**src/rtl/axp_pkg.sv**
```systemverilog
// Shared constants for the AXP opcode 13 integer multiply unit:
// function codes (cmd[11:5]), FSM state encodings and a sign-extend helper.
package axp_pkg;

  localparam logic [6:0] AXP_F_MULL  = 7'h00;
  localparam logic [6:0] AXP_F_MULQ  = 7'h20;
  localparam logic [6:0] AXP_F_UMULH = 7'h30;
  localparam logic [6:0] AXP_F_MULLV = 7'h40;
  localparam logic [6:0] AXP_F_MULQV = 7'h60;

  localparam logic [1:0] IDLE = 2'd0;
  localparam logic [1:0] BUSY = 2'd1;
  localparam logic [1:0] DONE = 2'd2;

  function automatic logic [63:0] sext32(input logic [31:0] v);
    return {{32{v[31]}}, v};
  endfunction

endpackage

```
**src/rtl/axp_mul_fixup.sv**
```systemverilog
// Result formatting for the opcode 13 multiplier: turns the 128-bit unsigned
// product into the architectural result and overflow flag per function.
module axp_mul_fixup
  import axp_pkg::*;
#(
  parameter bit SIGNED_FIX = 1'b1
) (
  input  logic [127:0] prod,
  input  logic [63:0]  opa,
  input  logic [63:0]  opb,
  input  logic [6:0]   fn,
  output logic [63:0]  y,
  output logic         ov
);

  logic [63:0] lo, uhi, shi;

  assign lo  = prod[63:0];
  assign uhi = prod[127:64];
  // Two's-complement correction of the unsigned high word; test builds skip it.
  assign shi = SIGNED_FIX ? (uhi - (opa[63] ? opb : 64'd0) - (opb[63] ? opa : 64'd0)) : uhi;

  always_comb begin
    y  = '0;
    ov = 1'b0;
    case (fn)
      AXP_F_MULL:  y = sext32(lo[31:0]);
      AXP_F_MULLV: begin
        y  = sext32(lo[31:0]);
        ov = !((&lo[63:31]) || !(|lo[63:31]));
      end
      AXP_F_MULQ:  y = lo;
      AXP_F_MULQV: begin
        y  = lo;
        ov = shi != {64{lo[63]}};
      end
      AXP_F_UMULH: y = uhi;
      default: ;
    endcase
  end

endmodule

```
**src/rtl/axp_mul_seq.sv**
```systemverilog
// Sequential AXP opcode 13 multiplier (MULL/MULQ/UMULH and /V forms),
// STEP multiplier bits per cycle. Optional AXP_MUL_EARLY_EXIT_EN ends the
// iteration as soon as the remaining multiplier bits are zero.
module axp_mul_seq
  import axp_pkg::*;
#(
  parameter int STEP       = 8,
  parameter bit SIGNED_FIX = 1'b1
) (
  input  logic        clk,
  input  logic        rst_n,
  input  logic        in_valid,
  output logic        in_ready,
  input  logic [31:0] cmd,
  input  logic [63:0] a,
  input  logic [63:0] b,
  input  logic        kill,
  output logic        out_valid,
  input  logic        out_ready,
  output logic [63:0] y,
  output logic        ov,
  output logic        busy
);

  localparam int         N        = 64 / STEP;
  localparam logic [6:0] CNT_LAST = 7'(N - 1);

  logic [1:0]       state;
  logic [6:0]       fn;
  logic [63:0]      opa, opb, mplier;
  logic [127:0]     acc, acc_nxt;
  logic [6:0]       count, sh;
  logic [63+STEP:0] pp;
  logic             last;
  logic [63:0]      fx_y;
  logic             fx_ov;
  logic [6:0]       f;
  logic             is_mull;
  logic             unused_cmd;

  assign f          = cmd[11:5];
  assign unused_cmd = ^{cmd[31:12], cmd[4:0]};
  assign is_mull    = (f == AXP_F_MULL) || (f == AXP_F_MULLV);

  assign sh      = 7'(count * STEP);
  assign pp      = {{STEP{1'b0}}, opa} * {64'd0, mplier[STEP-1:0]};
  assign acc_nxt = acc + (128'(pp) << sh);

`ifdef AXP_MUL_EARLY_EXIT_EN
  assign last = (mplier == '0) || (count == CNT_LAST);
`else
  assign last = (count == CNT_LAST);
`endif

  axp_mul_fixup #(.SIGNED_FIX(SIGNED_FIX)) u_fixup (
    .prod (acc_nxt),
    .opa  (opa),
    .opb  (opb),
    .fn   (fn),
    .y    (fx_y),
    .ov   (fx_ov)
  );

  always_ff @(posedge clk or negedge rst_n) begin
    if (!rst_n) begin
      state  <= IDLE;
      fn     <= '0;
      opa    <= '0;
      opb    <= '0;
      mplier <= '0;
      acc    <= '0;
      count  <= '0;
      y      <= '0;
      ov     <= 1'b0;
    end else if (kill) begin
      state <= IDLE;
    end else begin
      case (state)
        IDLE: if (in_valid) begin
          fn     <= f;
          opa    <= is_mull ? sext32(a[31:0]) : a;
          opb    <= is_mull ? sext32(b[31:0]) : b;
          mplier <= is_mull ? sext32(b[31:0]) : b;
          acc    <= '0;
          count  <= '0;
          state  <= BUSY;
        end
        BUSY: begin
          acc    <= acc_nxt;
          mplier <= mplier >> STEP;
          count  <= count + 7'd1;
          if (last) begin
            y     <= fx_y;
            ov    <= fx_ov;
            state <= DONE;
          end
        end
        DONE: if (out_ready) state <= IDLE;
        default: state <= IDLE;
      endcase
    end
  end

  assign in_ready  = (state == IDLE);
  assign out_valid = (state == DONE);
  assign busy      = (state != IDLE);

endmodule

```
**config.mk**
```make
export PLATFORM = sky130hd
export DESIGN_NAME = axp_mul_seq
export DESIGN_NICKNAME = d
export VERILOG_FILES = /design/src/rtl/axp_pkg.sv /design/src/rtl/axp_mul_fixup.sv /design/src/rtl/axp_mul_seq.sv
export SDC_FILE = /design/constraint.sdc
export NUM_CORES = 2
export LEC_CHECK = 0
export CORE_MARGIN = 5
export CORE_UTILIZATION = 35
export DETAILED_ROUTE_END_ITERATION = 10
export PLACE_DENSITY = 0.56
export SLEW_MARGIN = 5
export SYNTH_ARGS = -nofsm -noshare
export SYNTH_HDL_FRONTEND = slang
export SYNTH_HIERARCHICAL = 1
export SYNTH_SLANG_ARGS = --single-unit
```
**constraint.sdc**
```tcl
create_clock -name clk -period 17.6 [get_ports clk]
set_input_delay 3.52 -clock clk [delete_from_list [all_inputs] [get_ports clk]]
set_output_delay 3.52 -clock clk [all_outputs]
set_load 0.01 [all_outputs]
```
==> impl_metrics.env <==
export IMPL_core_area_um2=144000
export IMPL_setup_viol_count_final=0
export IMPL_syn_area_um2=50800
export IMPL_maxCapViolCount=0
export IMPL_synth_seq_cells=401
export IMPL_ys_warn_count=6
export IMPL_timing_final_crit_period_ns=16.30
export IMPL_clock_path_buffers=3
export IMPL_crit_arrival_ns=16.84
export IMPL_cts_resized=0
export IMPL_drive_above_1_share_pct=5.43
export IMPL_numCtsBuffers=50
export IMPL_num_vias=47200
export IMPL_die_width_um=391
export IMPL_antenna_found_initial=5
export IMPL_totalWireLength_um=208000
export IMPL_synth_cells=6184
export IMPL_start_util_pct=35.3
export IMPL_synth_edf_count=0
export IMPL_gp_congestion=0.989
export IMPL_hold_viol=0
export IMPL_io_buffers=207
export IMPL_clock_latency_ns=0.67
export IMPL_yosys_area_top_type_share_pct=19.7
export IMPL_drtAntennaViolNets=0
export IMPL_place_area_um2=54500
export IMPL_cts_tree="done"
export IMPL_hold_class="reg -> reg"
export IMPL_hpwl_um=166000
export IMPL_r2r_slack_ns=1.30
export IMPL_critPathMaxFanout=22
export IMPL_yosysTopAreaCell="dfrtp_1"
export IMPL_clock_skew_ns=0.0283
export IMPL_root_buffer="clkbuf_16"
export IMPL_final_area_um2=56300
export IMPL_grt_pass1_vias=46400
export IMPL_cts_sinks=401
export IMPL_slowest_delay_ns=0.95
export IMPL_cp_end_kind="flip-flop"
export IMPL_grtUsageTotal_pct=26.7
export IMPL_wire_per_inst_um=25.7
export IMPL_cp_required_ns=18.14
export IMPL_status="finished clean"
export IMPL_syn_nets=7070
export IMPL_drtIter0Drc=4806
export IMPL_maxSlewViolCount=0
export IMPL_dr_pass1_iters=6
export IMPL_nNetsFinal=7030
export IMPL_rsz0062_at_grt="false"
export IMPL_clkSlewWorstSetupHoldPaths_ns=0.07
export IMPL_fp_dieH_um=391
export IMPL_crit_type="reg -> reg"
export IMPL_yosysSeqAreaShare_pct=19.7
export IMPL_vias_per_cell=5.83
export IMPL_cpMaxStageDelayCell="dfrtp_1"
export IMPL_tightest_slew_ns=1.33
export IMPL_tns_ns=0
export IMPL_cts_setup_buffers=0
export IMPL_grt_pass1_wl_um=309000
export IMPL_timing_final_crit_share_pct=92.6
export IMPL_cts_hold_buf=0
export IMPL_ios=233
export IMPL_grt_overflow=0
export IMPL_async_flop_share_pct=100
export IMPL_syn_avg_cell_area_um2=8.22
export IMPL_synth_area_top_cells="dfrtp_1, fa_1, nand2_1"
export IMPL_grt_max_degree=181
export IMPL_yosysUniqueCellTypes=107
export IMPL_die_area_um2=153000
export IMPL_row_count=139
export IMPL_area_growth_pct=10.8
export IMPL_ys_flop_type="dfrtp_1"
export IMPL_drc=0
export IMPL_cts_max_level=2
export IMPL_max_slew_margin_rel_pct=10.6
export IMPL_cp_start_kind="flip-flop"
export IMPL_fmax_mhz=61.3
layer usage:
metal / up-vias / track usage (%) / wire, um
li1: 21400 / - / -
met1: 23700 / 37.9 / 93300
met2: 1810 / 40.8 / 89900
met3: 287 / 4.33 / 15400
met4: 0 / 10.5 / 9400
met5: - / 0 / 0
metrics by stage:
stage                     hold WS (ns)  setup slack (ns)  instances  utilization (%)
after global routing             0.495             0.776       8088             39.1
after CTS                        0.470              1.78       8088             39.1
after global placement           0.455              1.95       7995             37.9
final                            0.469              1.30       8092             39.1
after detailed placement         0.456              1.87       7995             37.9
after floorplan                  0.437              5.41       6184                -
cells by family (layout without fill, tap and decap cells):
logic type | Yosys count | in the layout | synth area share, %
compound gates | 1665 | 1665 | 22.0
xor+xnor | 250 | 250 | 4.31
fa+ha+maj | 721 | 721 | 24.2
buf+inv | 776 | 777 | 5.80
flops | 401 | 401 | 19.7
mux | 131 | 131 | 2.94
other cells | 0 | 4 | 0
simple gates | 2240 | 2240 | 21.0
layout make-up:
type,count,area [um2]
inverter,397,1490
clock buffer,63,1350
antenna,4,10.0
multi-input combinational,5007,37900
fill,14900,87700
clock inverter,30,418
tap,1903,2380
sequential,401,10000
timing repair buffer,287,2720
flip-flops by register name, summed over array words and instances, names as in the netlist:
signal and cells:
opb 64, ov 1, fn 7, count 7
opa 64, state 2, y 64, mplier 64
acc 128
Yosys cell counts (all sizes together) (134+ instances only):
cell / number
and2: 476
fa: 436
ha: 285
a22o: 167
dfrtp: 401
o21ai: 337
clkbuf: 352
a21oi: 484
nand2: 1003
inv: 395
nand4: 134
nor2: 305
xnor2: 149
final timing paths:
| check | startpoint | to | depth (start not counted) |
|---|---|---|---|
| worst max-delay path | mplier[6]$_DFFE_PN0P_ | ov$_DFFE_PN0P_ | 46 |
| worst min-delay path | fn[3]$_DFFE_PN0P_ | fn[3]$_DFFE_PN0P_ | 2 |
| worst max register to register | mplier[6]$_DFFE_PN0P_ | ov$_DFFE_PN0P_ | 46 |
| worst min register to register | fn[3]$_DFFE_PN0P_ | fn[3]$_DFFE_PN0P_ | 2 |
| max in group asynchronous | rst_n | opb[63]$_DFFE_PN0P_ | 3 |
| min in group asynchronous | rst_n | opa[30]$_DFFE_PN0P_ | 1 |
critical path: cells and delay by family (launching register included):
| family | cells | cell delay [ns] |
|---|---|---|
| compound gates | 14 | 5.32 |
| xor+xnor | 1 | 0.95 |
| fa+ha+maj | 8 | 3.56 |
| buf+inv | 3 | 0.38 |
| flops | 1 | 0.95 |
| mux | 2 | 0.56 |
| simple gates | 18 | 4.41 |
layout by cell type (no fill, tap or decap), types with 41 or more instances in the layout:
cell | synthesis | layout
ha_1 | 285 | 285
a31oi_1 | 46 | 46
xor2_1 | 101 | 101
o21ai_0 | 297 | 297
fa_1 | 436 | 436
mux2_2 | 83 | 83
nor3_1 | 69 | 68
dfrtp_1 | 401 | 393
inv_1 | 393 | 393
o21a_1 | 46 | 46
clkbuf_16 | 0 | 50
nand4_1 | 133 | 133
mux2i_1 | 41 | 41
o21bai_1 | 71 | 71
nand3_1 | 75 | 75
clkdlybuf4s50_1 | 0 | 206
a22oi_1 | 66 | 66
a22o_1 | 167 | 167
xnor2_1 | 149 | 148
a21oi_1 | 481 | 480
a21o_1 | 124 | 124
a221o_1 | 50 | 50
nor2_1 | 304 | 298
buf_4 | 0 | 77
nand2_1 | 1002 | 1001
and2_1 | 475 | 475
Power is not shown: default switching activity piles up to over one toggle a cycle in this logic, so the estimate is an artifact.
